<file path="src/rtl/alarm_tone_pkg.sv">
// Mode encodings and FSM state enum shared by the alarm tone generator.
package alarm_tone_pkg;

    typedef enum logic [1:0] {
        MODE_CONT  = 2'd0,
        MODE_BEEP  = 2'd1,
        MODE_BURST = 2'd2,
        MODE_RSVD  = 2'd3
    } mode_e;

    typedef enum logic [1:0] {
        ST_IDLE = 2'd0,
        ST_ON   = 2'd1,
        ST_OFF  = 2'd2
    } state_e;

endpackage

</file>
<file path="src/rtl/alarm_tone_gen_tone_divider.sv">
// Square-wave divider: toggles tone every half CLK cycles while enabled; clr forces count and tone to 0.
// Latency: tone changes on the edge after the half-th enabled cycle; no backpressure.
module tone_divider
    import alarm_tone_pkg::*;
#(
    parameter int DIV_W = 16
) (
    input  logic             CLK,
    input  logic             RSTN,
    input  logic             clr,
    input  logic             en,
    input  logic [DIV_W-1:0] half,
    output logic             tone
);

    logic [DIV_W-1:0] cnt_q, cnt_d;
    logic             tone_q, tone_d;

    always_comb begin
        cnt_d  = cnt_q;
        tone_d = tone_q;
        if (clr) begin
            cnt_d  = '0;
            tone_d = 1'b0;
        end else if (en) begin
            // >= keeps the counter bounded even if half shrinks mid-count
            if (cnt_q >= half - DIV_W'(1)) begin
                cnt_d  = '0;
                tone_d = ~tone_q;
            end else begin
                cnt_d = cnt_q + DIV_W'(1);
            end
        end
    end

    always_ff @(posedge CLK) begin
        if (!RSTN) begin
            cnt_q  <= '0;
            tone_q <= 1'b0;
        end else begin
            cnt_q  <= cnt_d;
            tone_q <= tone_d;
        end
    end

    assign tone = tone_q;

endmodule

</file>
<file path="src/rtl/alarm_tone_gen.sv">
// Alarm pattern generator (CONT / BEEP / BURST) driving a piezo square wave; ALARM_TWO_TONE_EN doubles even ON-phase periods.
// Latency: busy and tone start one cycle after start; stop takes effect next cycle. No backpressure.
module alarm_tone_gen
    import alarm_tone_pkg::*;
#(
    parameter int DIV_W  = 16,
    parameter int TICK_W = 16,
    parameter int REP_W  = 8
) (
    input  logic              CLK,
    input  logic              RSTN,
    input  logic              tick_en,
    input  logic              start,
    input  logic              stop,
    input  logic [1:0]        mode,
    input  logic [DIV_W-1:0]  half_period,
    input  logic [TICK_W-1:0] on_ticks,
    input  logic [TICK_W-1:0] off_ticks,
    input  logic [REP_W-1:0]  repeats,
    output logic              buzzer,
    output logic              busy,
    output logic              done
);

    state_e            state_q, state_d;
    mode_e             mode_q, mode_d;
    logic [DIV_W-1:0]  hp_q, hp_d;
    logic [TICK_W-1:0] on_q, on_d, off_q, off_d, ph_q, ph_d;
    logic [REP_W-1:0]  rep_q, rep_d, on_num_q, on_num_d;
    logic              done_q, done_d;

    logic [DIV_W-1:0]  hp_eff, half_sel;
    logic [TICK_W-1:0] on_eff, off_eff, ph_inc;
    logic [REP_W-1:0]  rep_eff;

    // Zero-valued settings behave as 1 so every phase has finite, non-zero length.
    assign hp_eff  = (hp_q  == '0) ? DIV_W'(1)  : hp_q;
    assign on_eff  = (on_q  == '0) ? TICK_W'(1) : on_q;
    assign off_eff = (off_q == '0) ? TICK_W'(1) : off_q;
    assign rep_eff = (rep_q == '0) ? REP_W'(1)  : rep_q;
    assign ph_inc  = ph_q + TICK_W'(1);

    always_comb begin
        state_d  = state_q;
        mode_d   = mode_q;
        hp_d     = hp_q;
        on_d     = on_q;
        off_d    = off_q;
        rep_d    = rep_q;
        ph_d     = ph_q;
        on_num_d = on_num_q;
        done_d   = 1'b0;
        case (state_q)
            ST_IDLE: begin
                if (start && !stop && mode != MODE_RSVD) begin
                    mode_d   = mode_e'(mode);
                    hp_d     = half_period;
                    on_d     = on_ticks;
                    off_d    = off_ticks;
                    rep_d    = repeats;
                    ph_d     = '0;
                    on_num_d = REP_W'(1);
                    state_d  = ST_ON;
                end
            end
            ST_ON: begin
                if (stop) begin
                    state_d = ST_IDLE;
                    ph_d    = '0;
                end else if (mode_q != MODE_CONT && tick_en) begin
                    if (ph_inc == on_eff) begin
                        ph_d = '0;
                        if (mode_q == MODE_BURST && on_num_q >= rep_eff) begin
                            state_d = ST_IDLE;
                            done_d  = 1'b1;
                        end else begin
                            state_d = ST_OFF;
                        end
                    end else begin
                        ph_d = ph_inc;
                    end
                end
            end
            ST_OFF: begin
                if (stop) begin
                    state_d = ST_IDLE;
                    ph_d    = '0;
                end else if (tick_en) begin
                    if (ph_inc == off_eff) begin
                        ph_d    = '0;
                        state_d = ST_ON;
                        if (on_num_q != '1) begin
                            on_num_d = on_num_q + REP_W'(1);
                        end
                    end else begin
                        ph_d = ph_inc;
                    end
                end
            end
            default: state_d = ST_IDLE;
        endcase
    end

    always_ff @(posedge CLK) begin
        if (!RSTN) begin
            state_q  <= ST_IDLE;
            mode_q   <= MODE_CONT;
            hp_q     <= '0;
            on_q     <= '0;
            off_q    <= '0;
            rep_q    <= '0;
            ph_q     <= '0;
            on_num_q <= '0;
            done_q   <= 1'b0;
        end else begin
            state_q  <= state_d;
            mode_q   <= mode_d;
            hp_q     <= hp_d;
            on_q     <= on_d;
            off_q    <= off_d;
            rep_q    <= rep_d;
            ph_q     <= ph_d;
            on_num_q <= on_num_d;
            done_q   <= done_d;
        end
    end

`ifdef ALARM_TWO_TONE_EN
    logic           even_q, even_d;
    logic [DIV_W:0] hp_dbl;

    always_comb begin
        even_d = even_q;
        if (state_q == ST_IDLE && state_d == ST_ON) begin
            even_d = 1'b0;
        end else if (state_q == ST_OFF && state_d == ST_ON) begin
            even_d = ~even_q;
        end
    end

    always_ff @(posedge CLK) begin
        if (!RSTN) begin
            even_q <= 1'b0;
        end else begin
            even_q <= even_d;
        end
    end

    assign hp_dbl   = {1'b0, hp_eff} << 1;
    assign half_sel = (even_q && mode_q != MODE_CONT)
                    ? (hp_dbl[DIV_W] ? '1 : hp_dbl[DIV_W-1:0]) : hp_eff;
`else
    assign half_sel = hp_eff;
`endif

    // Clearing on the edge that leaves ON drops the tone together with the state change.
    tone_divider #(.DIV_W(DIV_W)) u_div (
        .CLK  (CLK),
        .RSTN (RSTN),
        .clr  ((state_q != ST_ON) || (state_d != ST_ON)),
        .en   (state_d == ST_ON),
        .half (half_sel),
        .tone (buzzer)
    );

    assign busy = (state_q != ST_IDLE);
    assign done = done_q;

endmodule

</file>
<file path="config.mk">
export PLATFORM = sky130hd
export DESIGN_NAME = alarm_tone_gen
export DESIGN_NICKNAME = d
export VERILOG_FILES = /design/src/rtl/alarm_tone_pkg.sv /design/src/rtl/alarm_tone_gen_tone_divider.sv /design/src/rtl/alarm_tone_gen.sv
export SDC_FILE = /design/constraint.sdc
export NUM_CORES = 1
export LEC_CHECK = 0
export ABC_CLOCK_PERIOD_IN_PS = 12300
export BUFFER_PORTS_ARGS = -buffer_cell sky130_fd_sc_hd__buf_2
export CORE_UTILIZATION = 39
export DETAILED_ROUTE_END_ITERATION = 12
export GPL_TIMING_DRIVEN = 1
export PLACE_DENSITY = 0.55
export REMOVE_ABC_BUFFERS = 1
export SLEW_MARGIN = 10
export SYNTH_ARGS = -nofsm -noshare
export SYNTH_HDL_FRONTEND = slang
export SYNTH_SLANG_ARGS = --single-unit
</file>
<file path="constraint.sdc">
create_clock -name CLK -period 12.3 [get_ports CLK]
set_input_delay 1.23 -clock CLK [delete_from_list [all_inputs] [get_ports CLK]]
set_output_delay 1.23 -clock CLK [all_outputs]
set_load 0.02 [all_outputs]
</file>
==> out/results.ini <==
[flow_run]
drv_cap = 0

[timing]
min_period_ns = 4.80
worst_pin_slew_ns = 1.13
fmax_mhz = 208
setup_slack_ns = 7.50
tns_ns = 0
final.setup_skew_ns = 0.00969
finalSetupViolations = 0
rsz0062_at_grt = false
drv_slew = 0
hold_viol_final = 0
relSlewSlack_pct = 24.2
post-route-period-util_pct = 39.0

[drt]
via_count = 5767
drt_iter0_markers = 392
firstDrtPassIters = 5
viasPerCell = 5.45
wl_um = 16500
drc = 0
ant_nets = 0
post_drt_wl_per_cell_um = 15.6

[layout]
diodes = 0
nets = 933
final_cells = 1059
fillerInstances = 1631
drive_above_1_share_pct = 13.6
multi_input_area_mm2 = 0.00395
area_growth_pct = 11.0
seq_area_mm2 = 0.00204

[cts]
cts_max_level = 3
post-cts-setup-buffers = 0
cts_max_path_buffers = 2
ctsHoldBuffers = 0
cts_resized = 0
clk_latency_ns = 0.36
clkTransAtPathRegs_ns = 0.07
cts_tree = built
clock-sinks = 102
ctsRootBufferMaster = clkbuf_16
numCtsBuffers = 9

[min_path]
holdPathEnd = rep_q[2]$_SDFFE_PN0P_
hold_path_class = register to register
min_from = rep_q[2]$_SDFFE_PN0P_
hold_depth = 2

[global_route]
grt_pass1_vias = 5487
grt_overflow_total = 0
grt_pass1_wl_um = 27400
track_usage_pct = 21.0
antenna_found_initial = 0
grt_max_degree = 64

[setup_path]
rrSetupSlack_ns = 7.50
reg2reg_from = hp_q[7]$_SDFFE_PN0P_
worstSetupEndpointType = register
crit_required_ns = 12.59
rr_worst_depth = 19
worstPathMaxFanout = 16
arrival_ns = 5.09
critPathLaunch = hp_q[7]$_SDFFE_PN0P_
r2r-end = u_div.cnt_q[14]$_SDFFE_PP0N_
worstSetupStartpointType = register
crit_type = register to register

[placement]
place_congestion = 0.922
dpl.hpwl_um = 12100
port_buffers = 65
placed_cells_incl_taps = 1043
pre_cts_slack_ns = 7.49

[synthesis]
synth_cell_type_count = 78
synth_edf_count = 0
synth_flop_cell = dfxtp_1
syn_inst = 806
async_flop_share_pct = 0
syn_area_mm2 = 0.00629
ys_ff_latch = 102
synth_area_per_cell_um2 = 7.80
seq_area_frac_synth_pct = 32.5
synth_warnings = 0

[floorplanning]
initial_utilization_pct = 39.7
floorplan.rows = 46
fp.dieH_um = 129
die_w_um = 129
dieArea_mm2 = 0.0166
coreArea_mm2 = 0.0158
pin_count = 66

[power]
irDropWorstVdd_mv = 0.0687
power_density_mw_per_mm2 = 107
power.leakage_nw = 2.62
finalPower_w = 0.000745

[outcome]
outcome = finished, final reports clean

cell type report:
type / instances / area share [%]
well taps: 216 / 3.87
repair buffers: 67 / 4.88
inverters: 25 / 1.34
clock buffers: 9 / 3.23
flip-flops and latches: 102 / 29.3
multi-input cells: 633 / 56.6
clock inverters: 7 / 0.807
critical path: stages (launching register included):
cell and delay, ns:
dfxtp_1 0.34, or4_1 0.60, nor4_1 0.28, nand2b_1 0.12, nor2_1 0.13, nand3b_1 0.10
or2_2 0.31, nor2b_1 0.16, ha_1 0.21, nand2_1 0.11, or2_2 0.15, nor2_1 0.05
xnor2_1 0.13, ha_1 0.29, a211oi_1 0.24, o31ai_1 0.11, a221oi_1 0.27, o21ai_0 0.17
or4_4 0.75, a21oi_1 0.20
power breakdown:
part	switching (W)	internal, W
clock	0.000138	0.000140
sequential	0.0000107	0.000339
combinational	0.0000652	0.0000520
total	0.000214	0.000531
worst max path at each step:
| stage | slack, ns | to | cells after the start |
|---|---|---|---|
| final | 7.50 | u_div.cnt_q[14]$_SDFFE_PP0N_ | 19 |
| after global routing | 7.16 | u_div.cnt_q[13]$_SDFFE_PP0N_ | 19 |
| after CTS | 7.47 | u_div.cnt_q[14]$_SDFFE_PP0N_ | 19 |
| after detailed placement | 7.49 | u_div.cnt_q[13]$_SDFFE_PP0N_ | 19 |
| after global placement | 7.65 | u_div.cnt_q[15]$_SDFFE_PP0N_ | 19 |
| after floorplan | 7.93 | u_div.cnt_q[10]$_SDFFE_PP0N_ | 19 |
per-layer routing:
layer,wire length (µm),global-route usage (%)
met4,386,6.92
met2,8370,38.0
met1,7070,24.2
met5,0,0
met3,711,4.86
cell usage after synthesis (all sizes together), types with 6 or more instances:
cell | n | area share (%)
a21oi | 78 | 6.2
and3 | 7 | 0.70
or3 | 6 | 0.60
nand4 | 23 | 2.5
nand3 | 23 | 1.8
dfxtp | 102 | 32
nand2b | 10 | 1.1
inv | 25 | 1.5
nor3 | 12 | 1.0
or4 | 12 | 1.5
o31ai | 12 | 1.4
nor2 | 55 | 4.4
xnor2 | 33 | 4.6
buf | 13 | 1.3
xor2 | 27 | 3.8
o21ai | 34 | 2.7
ha | 32 | 6.4
a21o | 10 | 1.2
nand2 | 153 | 9.1
nor4 | 21 | 2.4
clkbuf | 33 | 2.0
and4 | 7 | 0.98
cell families (layout without fill, tap and decap cells):
kind of cell | after synthesis | after routing | share of synthesized area, %
and+or+nand+nor | 355 | 355 | 29.2
muxes | 6 | 6 | 0.995
xor gates and xnor gates | 60 | 60 | 8.36
AOI/OAI and AO/OA | 180 | 180 | 17.8
DFF | 102 | 102 | 32.5
buffers and inverters | 71 | 108 | 4.80
adders and majority gates | 32 | 32 | 6.37
layout by cell type (no fill, tap or decap), drive strengths merged, types with 6 or more instances in the layout:
cell type	n
a21o	10
a21oi	78
and3	7
and4	7
buf	67
clkbuf	9
dfxtp	102
ha	32
inv	28
nand2	153
nand2b	10
nand3	23
nand4	23
nor2	55
nor3	12
nor4	21
o21ai	34
o31ai	12
or3	6
or4	12
xnor2	33
xor2	27
stage by stage:
step,cell area (µm²),utilization [%],hold slack [ns]
after floorplan,6080,-,0.436
after global placement,6700,42.3,0.446
after detailed placement,6700,42.3,0.454
after CTS,6980,44.1,0.465
after global routing,6980,44.1,0.491
final,6980,44.1,0.462
sequential cells by signal, indices dropped and copies added (netlist names):
register     count
u_div.cnt_q     16
u_div.tone       1
ph_q            16
done             1
rep_q            8
mode_q           2
state_q          2
on_num_q         8
off_q           16
hp_q            16
on_q            16
Power figures use the tool's default switching activity.
